[config.mk]
export PLATFORM = sky130hd
export DESIGN_NAME = ecc_rmw_encoder_flat
export DESIGN_NICKNAME = d
export VERILOG_FILES = /design/src/rtl/ecc_rmw_encoder_if.sv /design/src/rtl/ecc_rmw_encoder.sv /design/src/flat_wrapper.sv
export SDC_FILE = /design/constraint.sdc
export NUM_CORES = 1
export LEC_CHECK = 0
export ABC_AREA = 1
export BUFFER_PORTS_ARGS = -buffer_cell sky130_fd_sc_hd__buf_4
export CAP_MARGIN = 20
export CORE_MARGIN = 5
export CORE_UTILIZATION = 50
export DETAILED_ROUTE_END_ITERATION = 10
export HOLD_SLACK_MARGIN = 0.02
export PLACE_DENSITY = 0.77
export SETUP_SLACK_MARGIN = 0.2
export SYNTH_ARGS = -nofsm -noshare
export SYNTH_HDL_FRONTEND = slang
export SYNTH_SLANG_ARGS = --single-unit
[constraint.sdc]
create_clock -name clk_i -period 9.5 [get_ports clk_i]
set_input_delay 1.9 -clock clk_i [delete_from_list [all_inputs] [get_ports clk_i]]
set_output_delay 1.9 -clock clk_i [all_outputs]
set_load 0.02 [all_outputs]
[src/rtl/ecc_rmw_encoder_if.sv]
// Requester-side bus of the ECC read-modify-write bank front end.
// The master drives requests; the slave grants them and returns responses.
interface ecc_rmw_encoder_if #(
    parameter int DataWidth = 32,
    parameter int AddrWidth = 8
);
    logic                   req_i;
    logic                   gnt_o;
    logic                   we_i;
    logic [DataWidth/8-1:0] be_i;
    logic [AddrWidth-1:0]   add_i;
    logic [DataWidth-1:0]   wdata_i;
    logic                   rvalid_o;
    logic [DataWidth-1:0]   rdata_o;
    logic [1:0]             err_o;

    modport master (
        output req_i, we_i, be_i, add_i, wdata_i,
        input  gnt_o, rvalid_o, rdata_o, err_o
    );

    modport slave (
        input  req_i, we_i, be_i, add_i, wdata_i,
        output gnt_o, rvalid_o, rdata_o, err_o
    );
endinterface

[src/rtl/ecc_rmw_encoder.sv]
// ECC front end for a single-port memory bank. Every stored line carries
// Hsiao SEC-DED check bits. Reads are corrected on the way out; sub-word
// writes are done as read-modify-write through a one-cycle Merge state.
// Stored line layout: {check[ProtWidth-1:0], data[DataWidth-1:0]}.
module ecc_rmw_encoder #(
    parameter int BankSize  = 256,
    parameter int DataWidth = 32,
    parameter int ProtWidth = 7
) (
    input  logic                             clk_i,
    input  logic                             rst_ni,
    ecc_rmw_encoder_if.slave                 bus,
    output logic                             bank_req_o,
    output logic                             bank_we_o,
    output logic [$clog2(BankSize)-1:0]      bank_add_o,
    output logic [DataWidth+ProtWidth-1:0]   bank_wdata_o,
    input  logic [DataWidth+ProtWidth-1:0]   bank_rdata_i,
    input  logic                             cnt_clear_i,
    output logic [15:0]                      corr_cnt_o,
    output logic [15:0]                      uncorr_cnt_o
);
    localparam int AddrWidth = $clog2(BankSize);
    localparam int LineWidth = DataWidth + ProtWidth;
    localparam int NumBytes  = DataWidth / 8;

    // Hsiao H-matrix data columns: distinct odd-weight (>=3) check patterns,
    // lowest weight first, ascending value within a weight.
    function automatic logic [DataWidth-1:0][ProtWidth-1:0] gen_cols();
        logic [DataWidth-1:0][ProtWidth-1:0] cols;
        int k;
        int ones;
        cols = '0;
        k    = 0;
        for (int w = 3; w <= ProtWidth; w += 2) begin
            for (int v = 0; v < (1 << ProtWidth); v++) begin
                ones = 0;
                for (int b = 0; b < ProtWidth; b++) begin
                    ones += (v >> b) & 1;
                end
                if (ones == w && k < DataWidth) begin
                    cols[k] = v[ProtWidth-1:0];
                    k++;
                end
            end
        end
        return cols;
    endfunction

    localparam logic [DataWidth-1:0][ProtWidth-1:0] HCols = gen_cols();

    // Check bits are the XOR of the columns of every set data bit.
    function automatic logic [ProtWidth-1:0] calc_check(input logic [DataWidth-1:0] data);
        logic [ProtWidth-1:0] chk;
        chk = '0;
        for (int i = 0; i < DataWidth; i++) begin
            if (data[i]) chk = chk ^ HCols[i];
        end
        return chk;
    endfunction

    typedef enum logic {ST_IDLE, ST_MERGE} state_t;

    state_t                r_state;
    logic [AddrWidth-1:0]  r_add;
    logic [NumBytes-1:0]   r_be;
    logic [DataWidth-1:0]  r_wdata;
    logic                  r_rvalid;
    logic                  r_rd_resp;
    logic [1:0]            r_err;
    logic [15:0]           r_corr_cnt;
    logic [15:0]           r_uncorr_cnt;

    logic                  w_idle_acc;
    logic                  w_be_full;
    logic                  w_be_zero;
    logic [DataWidth-1:0]  w_rd_data;
    logic [ProtWidth-1:0]  w_syndrome;
    logic [DataWidth-1:0]  w_dec_data;
    logic [1:0]            w_dec_err;
    logic                  w_col_hit;
    logic [DataWidth-1:0]  w_merged;
    logic [LineWidth-1:0]  w_full_line;
    logic [LineWidth-1:0]  w_merge_line;

    // Reset must mask the grant combinationally, not just via the state.
    assign w_idle_acc = rst_ni && (r_state == ST_IDLE) && bus.req_i;
    assign w_be_full  = &bus.be_i;
    assign w_be_zero  = ~|bus.be_i;
    assign bus.gnt_o  = w_idle_acc;

    assign w_rd_data  = bank_rdata_i[DataWidth-1:0];
    assign w_syndrome = calc_check(w_rd_data) ^ bank_rdata_i[LineWidth-1:DataWidth];

    // Corrector: odd syndrome matching a data column flips that bit, a
    // weight-1 syndrome is a check-bit hit; anything else is uncorrectable
    // and the raw data bits are passed through untouched.
    always_comb begin
        w_dec_data = w_rd_data;
        w_dec_err  = 2'b00;
        w_col_hit  = 1'b0;
        for (int i = 0; i < DataWidth; i++) begin
            if (w_syndrome == HCols[i]) begin
                w_dec_data[i] = ~w_rd_data[i];
                w_col_hit     = 1'b1;
            end
        end
        if (w_syndrome != '0) begin
            if ((^w_syndrome) && (w_col_hit || ($countones(w_syndrome) == 1))) begin
                w_dec_err = 2'b01;
            end else begin
                w_dec_err  = 2'b10;
                w_dec_data = w_rd_data;
            end
        end
    end

    // Byte merge of latched write data over the corrected old word.
    generate
        for (genvar gi = 0; gi < NumBytes; gi++) begin : g_merge
            assign w_merged[gi*8 +: 8] = r_be[gi] ? r_wdata[gi*8 +: 8] : w_dec_data[gi*8 +: 8];
        end
    endgenerate

    assign w_full_line  = {calc_check(bus.wdata_i), bus.wdata_i};
    assign w_merge_line = {calc_check(w_merged), w_merged};

    // Bank command: reads, full writes and the RMW read leave from Idle; the
    // merged write leaves from Merge unless the old word was uncorrectable.
    always_comb begin
        bank_req_o   = 1'b0;
        bank_we_o    = 1'b0;
        bank_add_o   = '0;
        bank_wdata_o = '0;
        if (w_idle_acc) begin
            if (!bus.we_i) begin
                bank_req_o = 1'b1;
                bank_add_o = bus.add_i;
            end else if (w_be_full) begin
                bank_req_o   = 1'b1;
                bank_we_o    = 1'b1;
                bank_add_o   = bus.add_i;
                bank_wdata_o = w_full_line;
            end else if (!w_be_zero) begin
                bank_req_o = 1'b1;
                bank_add_o = bus.add_i;
            end
        end else if (rst_ni && (r_state == ST_MERGE) && !w_dec_err[1]) begin
            bank_req_o   = 1'b1;
            bank_we_o    = 1'b1;
            bank_add_o   = r_add;
            bank_wdata_o = w_merge_line;
        end
    end

    // Control FSM with registered response flags and RMW latches.
    always_ff @(posedge clk_i or negedge rst_ni) begin
        if (!rst_ni) begin
            r_state   <= ST_IDLE;
            r_add     <= '0;
            r_be      <= '0;
            r_wdata   <= '0;
            r_rvalid  <= 1'b0;
            r_rd_resp <= 1'b0;
            r_err     <= 2'b00;
        end else begin
            r_rvalid  <= 1'b0;
            r_rd_resp <= 1'b0;
            r_err     <= 2'b00;
            case (r_state)
                ST_IDLE: begin
                    if (bus.req_i) begin
                        if (!bus.we_i) begin
                            r_rvalid  <= 1'b1;
                            r_rd_resp <= 1'b1;
                        end else if (w_be_full || w_be_zero) begin
                            r_rvalid <= 1'b1;
                        end else begin
                            r_add   <= bus.add_i;
                            r_be    <= bus.be_i;
                            r_wdata <= bus.wdata_i;
                            r_state <= ST_MERGE;
                        end
                    end
                end
                ST_MERGE: begin
                    r_rvalid <= 1'b1;
                    r_err    <= w_dec_err;
                    r_add    <= '0;
                    r_be     <= '0;
                    r_wdata  <= '0;
                    r_state  <= ST_IDLE;
                end
                default: r_state <= ST_IDLE;
            endcase
        end
    end

    // Read responses decode the bank data live; write responses use r_err.
    assign bus.rvalid_o = r_rvalid;
    assign bus.rdata_o  = (r_rvalid && r_rd_resp) ? w_dec_data : '0;
    assign bus.err_o    = r_rd_resp ? w_dec_err : r_err;

    // Saturating error counters; clear wins over a same-cycle increment.
    always_ff @(posedge clk_i or negedge rst_ni) begin
        if (!rst_ni) begin
            r_corr_cnt   <= '0;
            r_uncorr_cnt <= '0;
        end else if (cnt_clear_i) begin
            r_corr_cnt   <= '0;
            r_uncorr_cnt <= '0;
        end else if (bus.rvalid_o) begin
            if (bus.err_o[0] && (r_corr_cnt != 16'hFFFF)) begin
                r_corr_cnt <= r_corr_cnt + 16'd1;
            end
            if (bus.err_o[1] && (r_uncorr_cnt != 16'hFFFF)) begin
                r_uncorr_cnt <= r_uncorr_cnt + 16'd1;
            end
        end
    end

    assign corr_cnt_o   = r_corr_cnt;
    assign uncorr_cnt_o = r_uncorr_cnt;
endmodule

[src/flat_wrapper.sv]
// flat-port wrapper written by rule: the top's interface ports become plain ports
module ecc_rmw_encoder_flat 
#(
    parameter int BankSize  = 256,
    parameter int DataWidth = 32,
    parameter int ProtWidth = 7
)
  (clk_i, rst_ni, bank_req_o, bank_we_o, bank_add_o, bank_wdata_o, bank_rdata_i, cnt_clear_i, corr_cnt_o, uncorr_cnt_o, bus_req_i, bus_we_i, bus_be_i, bus_add_i, bus_wdata_i, bus_gnt_o, bus_rvalid_o, bus_rdata_o, bus_err_o);
  ecc_rmw_encoder_if #(.DataWidth(DataWidth), .AddrWidth(($clog2((256))))) bus_i ();
  input  logic clk_i;
  input  logic rst_ni;
  output logic bank_req_o;
  output logic bank_we_o;
  output logic [$clog2(BankSize)-1:0] bank_add_o;
  output logic [DataWidth+ProtWidth-1:0] bank_wdata_o;
  input  logic [DataWidth+ProtWidth-1:0] bank_rdata_i;
  input  logic cnt_clear_i;
  output logic [15:0] corr_cnt_o;
  output logic [15:0] uncorr_cnt_o;
  input wire logic [$bits(bus_i.req_i)-1:0] bus_req_i;
  input wire logic [$bits(bus_i.we_i)-1:0] bus_we_i;
  input wire logic [$bits(bus_i.be_i)-1:0] bus_be_i;
  input wire logic [$bits(bus_i.add_i)-1:0] bus_add_i;
  input wire logic [$bits(bus_i.wdata_i)-1:0] bus_wdata_i;
  output wire logic [$bits(bus_i.gnt_o)-1:0] bus_gnt_o;
  output wire logic [$bits(bus_i.rvalid_o)-1:0] bus_rvalid_o;
  output wire logic [$bits(bus_i.rdata_o)-1:0] bus_rdata_o;
  output wire logic [$bits(bus_i.err_o)-1:0] bus_err_o;
  assign bus_i.req_i = bus_req_i;
  assign bus_i.we_i = bus_we_i;
  assign bus_i.be_i = bus_be_i;
  assign bus_i.add_i = bus_add_i;
  assign bus_i.wdata_i = bus_wdata_i;
  assign bus_gnt_o = bus_i.gnt_o;
  assign bus_rvalid_o = bus_i.rvalid_o;
  assign bus_rdata_o = bus_i.rdata_o;
  assign bus_err_o = bus_i.err_o;
  ecc_rmw_encoder #(.BankSize(BankSize), .DataWidth(DataWidth), .ProtWidth(ProtWidth)) u_core (.clk_i(clk_i), .rst_ni(rst_ni), .bus(bus_i), .bank_req_o(bank_req_o), .bank_we_o(bank_we_o), .bank_add_o(bank_add_o), .bank_wdata_o(bank_wdata_o), .bank_rdata_i(bank_rdata_i), .cnt_clear_i(cnt_clear_i), .corr_cnt_o(corr_cnt_o), .uncorr_cnt_o(uncorr_cnt_o));
endmodule
# Word-level counts from Yosys, hierarchy flattened
# Cells that the tools add are included.
# classes
addsub	8
n_mux	217
n_eq_ne	38
bitwise	127
n_reduce_logical	22
# op_table
op	count
7-bit two-way mux	36
3-bit NOT	81
32-bit two-way mux	6
6-bit two-way mux	30
39-bit two-way mux	4
16-bit two-way mux	6
8-bit two-way mux	12
5-bit two-way mux	18
7-bit equality test, second input constant	12
1-bit two-way mux	81
7-bit by 6-bit equality test with 1-bit output, second input constant	10
32-bit adder	2
32-bit one-hot mux with 2 select lines	1
4-bit two-way mux	12
7-bit by 5-bit equality test with 1-bit output, second input constant	6
2-bit NOT with 3-bit output	12
1-bit NOT	33
16-bit by 1-bit adder with 16-bit output, second input constant	2
32-bit by 1-bit adder with 32-bit output	1
32-bit by 2-bit equality test with 1-bit output, second input constant	1
16-bit != test, second input constant	2
7-bit by 4-bit equality test with 1-bit output, second input constant	3
8-bit one-hot mux with 2 select lines	1
3-bit two-way mux	3
other kinds (17)	37
# totals
output_inout_bits	117
ff_bits	81

# Logic depth before layout (Yosys ltp)
# logic_depth
ltp_word	167
mapped_depth	51

# Least setup slack after synthesis
# No wires, ideal clock.
# synth_timing
path_type	input to output
from	input bank_rdata_i[11]
to	output bank_wdata_o[38]
t_arrival_ps	7755
required_time_ps	7600
n_path_buf	2
stages	45
slack_ps	-155
path_cell_list	inv_2 > nand2_1 > nand2_1 > xor2_1 > xor2_1 > xor2_1 > xor2_1 > xor2_1 > xor2_1 > xor2_1 > xor2_1 > xor2_1 > xor2_1 > xor2_1 > inv_1 > ha_1 > inv_1 > fa_1 > (+9 left out) > nor2_1 > nand2_1 > nor2_2 > nand2_4 > nand2_8 > inv_4 > buf_6 > buf_8 > o21ai_2 > nand2_1 > o21ai_2 > inv_2 > xor2_1 > or2_1 > nand2_1 > nand2_1 > nand3_1 > nand2_1
# synth_between
elab_chain_cells	95
word_cells_on_any_way	159
cone_classes	add/sub (6); eq/ne (33); mux (85); bitwise (29); reduce/logical (6)
# synth_rtl
item	line_no	rtl
start, declared	flat_wrapper.sv:16	input logic [DataWidth+ProtWidth-1:0] bank_rdata_i;
6-bit two-way mux (*)	ecc_rmw_encoder.sv:56	if (data[i]) chk = chk ^ HCols[i];
3-bit NOT (no source line)	n/a	
6-bit two-way mux (*)	ecc_rmw_encoder.sv:56	
3-bit NOT (no source line)	n/a	
6-bit two-way mux (*)	ecc_rmw_encoder.sv:56	
3-bit NOT (no source line)	n/a	
6-bit two-way mux (*)	ecc_rmw_encoder.sv:56	
3-bit NOT (no source line)	n/a	
(+79 left out)	n/a	
3-bit NOT (no source line)	n/a	
7-bit two-way mux	ecc_rmw_encoder.sv:56	
3-bit NOT (no source line)	n/a	
7-bit two-way mux	ecc_rmw_encoder.sv:56	
3-bit NOT (no source line)	n/a	
7-bit two-way mux	ecc_rmw_encoder.sv:56	
39-bit two-way mux (*)	ecc_rmw_encoder.sv:147	end else if (rst_ni && (r_state == ST_MERGE) && !w_dec_err[1]) begin
39-bit two-way mux (*)	ecc_rmw_encoder.sv:134	if (w_idle_acc) begin
end, declared	flat_wrapper.sv:15	output logic [DataWidth+ProtWidth-1:0] bank_wdata_o;
# Mark *: on every way between the ends. The rest lies on a longest branch, timed or not.

# Final worst setup path
# layout_timing
from	input bank_rdata_i[11]
to	output bank_wdata_o[36]
# layout_between
elab_chain_cells	113
word_cells_on_any_way	181
cone_classes	add/sub (6); eq/ne (33); mux (105); bitwise (31); reduce/logical (6)
# layout_rtl
item	line_no
6-bit two-way mux (*)	ecc_rmw_encoder.sv:56
3-bit NOT (no source line)	n/a
6-bit two-way mux (*)	ecc_rmw_encoder.sv:56
3-bit NOT (no source line)	n/a
6-bit two-way mux (*)	ecc_rmw_encoder.sv:56
3-bit NOT (no source line)	n/a
6-bit two-way mux (*)	ecc_rmw_encoder.sv:56
3-bit NOT (no source line)	n/a
(+95 left out)	n/a
3-bit NOT (no source line)	n/a
7-bit two-way mux	ecc_rmw_encoder.sv:56
3-bit NOT (no source line)	n/a
7-bit two-way mux	ecc_rmw_encoder.sv:56
3-bit NOT (no source line)	n/a
7-bit two-way mux (3 in series)	ecc_rmw_encoder.sv:56
39-bit two-way mux (*)	ecc_rmw_encoder.sv:147
39-bit two-way mux (*)	ecc_rmw_encoder.sv:134
# Marked as above.

==> results.py <==
metrics = {
    "sta": {
        "maxSlewViolCount": 0,
        "skew_ns": 0.01041,
        "tightest_slew_ns": 1.469,
        "max_freq_mhz": 94.75,
        "fin_tns_setup_ns": -26.46,
        "maxSlewHeadroom_pct": 2.041,
        "rsz0062_at_grt": "true",
        "setup_ws_ns": -1.054,
        "finalHoldViolations": 0,
        "finalSetupViolations": 65,
        "period_minus_slack_ns": 10.55,
        "period_share_pct": 111.1,
    },
    "floorplanning": {
        "die_x_um": 148.7,
        "io_pins": 205,
        "core_um2": 18830,
        "start_util_pct": 51.10,
        "rows": 50,
        "die_h_um": 148.7,
        "die-area_um2": 22120,
    },
    "clock_tree": {
        "path_clk_slew_ns": 0.06,
        "clockBufferDepth": 2,
        "cts_num_sinks": 81,
        "cts_made_buffers": 9,
        "cts_tree": "yes",
        "htreeDepth": 3,
        "clockRootBuffer": "clkbuf_16",
        "clk-insertion-delay-late_ns": 0.35,
    },
    "logic_synthesis": {
        "synth.ff_latch_count": 81,
        "async_flop_share_pct": 100.0,
        "synth_cell_types": 53,
        "synth_top_flop_cell": "dfrtp_1",
        "synth_edf_count": 0,
        "syn_nets": 1658,
        "syn_area_per_cell_um2": 6.196,
        "netlist_area_um2": 9623,
        "syn_inst": 1553,
        "ys_seq_area_share_pct": 21.06,
        "ys_warn_count": 0,
    },
    "min_path": {
        "hold_path.class": "flip-flop to flip-flop",
        "min_to": "u_core.corr_cnt_o[3]$_DFFE_PN0P_",
        "holdPathStages": 1,
        "hp-start": "u_core.corr_cnt_o[3]$_DFFE_PN0P_",
    },
    "run_status": {
        "outcome": "complete, but fails checks",
        "violations": "setup timing",
    },
    "detailed_routing": {
        "topRoutingLayerUsed": "met4",
        "vias_per_cell": 5.864,
        "drc": 0,
        "firstDrtPassIters": 7,
        "antenna_left": 0,
        "drt_iter0_drc": 1526,
        "num_vias": 12900,
        "wl_met1_mm": 16.29,
        "wl_mm": 45.39,
        "wl_met3_mm": 5.705,
        "drt-wirelength-per-cell_um": 20.63,
        "wl_met2_mm": 20.59,
    },
    "global_route": {
        "gr-total-overflow": 0,
        "grt_usage_pct": 36.14,
        "grt_pass1_vias": 11620,
        "antenna_found_initial": 0,
        "grt_max_degree": 73,
        "grt_pass1_wl_mm": 62.96,
    },
    "final_layout": {
        "num_antenna_cells": 0,
        "fillers": 1185,
        "final_common_cell": "nand2_1",
        "multi_input_area_um2": 8157,
        "drive_above_1_share_pct": 40.77,
        "design_area_um2": 15710,
        "register_area_um2": 2027,
        "layout_common_cells": "nand2_1 (369), buf_4 (270), inv_1 (208)",
        "syn_to_final_growth_pct": 63.20,
        "layout.nets": 2040,
    },
    "job": {
        "drv_cap": 0,
    },
    "critical_path": {
        "start_kind": "input port",
        "worstPathRequired_ns": 7.60,
        "reg2reg_to": "u_core.corr_cnt_o[15]$_DFFE_PN0P_",
        "timing.rr.start": "u_core.corr_cnt_o[0]$_DFFE_PN0P_",
        "critPathMostFrequentCell": "xor2_1",
        "max_stage_delay_ns": 0.48,
        "worst-path-max-fanout": 8,
        "r2r_slack_ns": 7.19,
        "cpMaxStageDelayCell": "fa_1",
        "critPathCaptureType": "output port",
        "critPathKind": "input port to output port",
        "crit_start": "bank_rdata_i[11]",
        "critPathArrivalTime_ns": 8.65,
        "r2r_cells": 14,
    },
    "placed_design": {
        "dpl_cell_area_um2": 12480,
        "gp_congestion": 1.079,
        "dp_hpwl_mm": 31.62,
        "io_buffers": 204,
    },
}
==> sequential cells by signal, summed over array words and instances (netlist names) <==
register and flops:
u_core.uncorr_cnt_o 16, u_core.corr_cnt_o 16, u_core.r_rd_resp 1, u_core.bus.rvalid_o 1
u_core.r_wdata 32, u_core.r_be 4, u_core.r_err 2, u_core.r_state 1
u_core.r_add 8
==> critical path: cells and delay by family <==
kind | cells | cell delay (ns)
buf+inv | 9 | 0.79
xor+xnor | 11 | 2.12
fa+ha+maj | 4 | 1.42
compound gates | 2 | 0.11
simple gates | 23 | 2.30
==> kinds of logic after synthesis <==
family / count (synthesis) / share of synthesized area, %
flip-flops: 81 / 21.06
buffers and inverters: 295 / 12.34
AO/OA/AOI/OAI: 180 / 11.32
adder cells (fa/ha/maj): 17 / 2.444
XOR/XNOR: 177 / 16.62
AND/OR/NAND/NOR: 803 / 36.21
==> worst max-delay path by stage <==
| stage | end | slack (ns) | cells past startpoint |
|---|---|---|---|
| after floorplan | bank_wdata_o[37] | -0.05 | 46 |
| after global placement | bank_wdata_o[33] | -0.86 | 51 |
| after detailed placement | bank_wdata_o[33] | -0.93 | 51 |
| after CTS | bank_wdata_o[33] | -0.73 | 52 |
| after global routing | bank_wdata_o[36] | -1.24 | 49 |
| final | bank_wdata_o[36] | -1.05 | 49 |
==> per-stage QoR <==
stage / worst slack [ns] / hold WS [ns] / util (%) / cells
after CTS: -0.7339 / 0.5262 / 75.77 / 2179
after floorplan: -0.04779 / 0.4750 / - / 1553
final: -1.054 / 0.5284 / 83.40 / 2200
after global routing: -1.236 / 0.5719 / 83.40 / 2200
after detailed placement: -0.9275 / 0.5085 / 66.26 / 2118
after global placement: -0.8588 / 0.4971 / 66.11 / 2117
==> cell usage after synthesis, types with 4 or more instances <==
master / number / area [um2]
clkinv_1: 7 / 26.28
buf_2: 12 / 60.06
clkbuf_1: 27 / 101.4
o22ai_1: 73 / 456.7
nand2_4: 6 / 67.56
nand3_2: 4 / 40.04
xnor2_1: 74 / 648.1
nand2_1: 501 / 1881
nand3b_1: 4 / 30.03
xor2_2: 4 / 65.06
a21oi_1: 46 / 230.2
ha_1: 14 / 175.2
o21ai_1: 5 / 25.02
o21ai_0: 27 / 135.1
dfrtp_1: 81 / 2027
nand4_1: 14 / 87.58
nand2_2: 20 / 125.1
or2_2: 4 / 25.02
nor2_1: 62 / 232.7
buf_1: 4 / 15.01
xor2_1: 98 / 858.3
nor3_1: 16 / 80.08
nor2_2: 9 / 56.30
inv_2: 9 / 33.78
inv_1: 226 / 848.3
nand3_1: 154 / 770.7
o21ai_2: 11 / 96.34
==> per-layer routing <==
metal | global-route usage, % | vias to the layer above
li1 | - | 5683
met1 | 47.46 | 5960
met2 | 57.90 | 999
met3 | 7.505 | 258
met4 | 15.38 | 0
met5 | 0 | -
==> what timing repair did <==
action | 4_1_cts | 5_1_grt
endpoints found under the setup margin | 83 | 83
hold buffers | 0 | 0
endpoints found under the hold margin | 0 | 0
pin swaps | 79 | 99
buffers inserted | 40 | 21
gates cloned | 5 | 0
resized for setup | 253 | 284
==> final cells by class <==
| type | instances | area share, % |
|---|---|---|
| repair buffers | 422 | 24.78 |
| multi-input cells | 1178 | 51.94 |
| clock buffers | 9 | 1.434 |
| flip-flops and latches | 81 | 12.91 |
| well taps | 260 | 2.071 |
| inverters | 243 | 6.039 |
| clock inverters | 7 | 0.8286 |
Power is left out: the tool's default activity adds up to more than one toggle a clock period on the data nets, which glitch-free logic cannot reach.
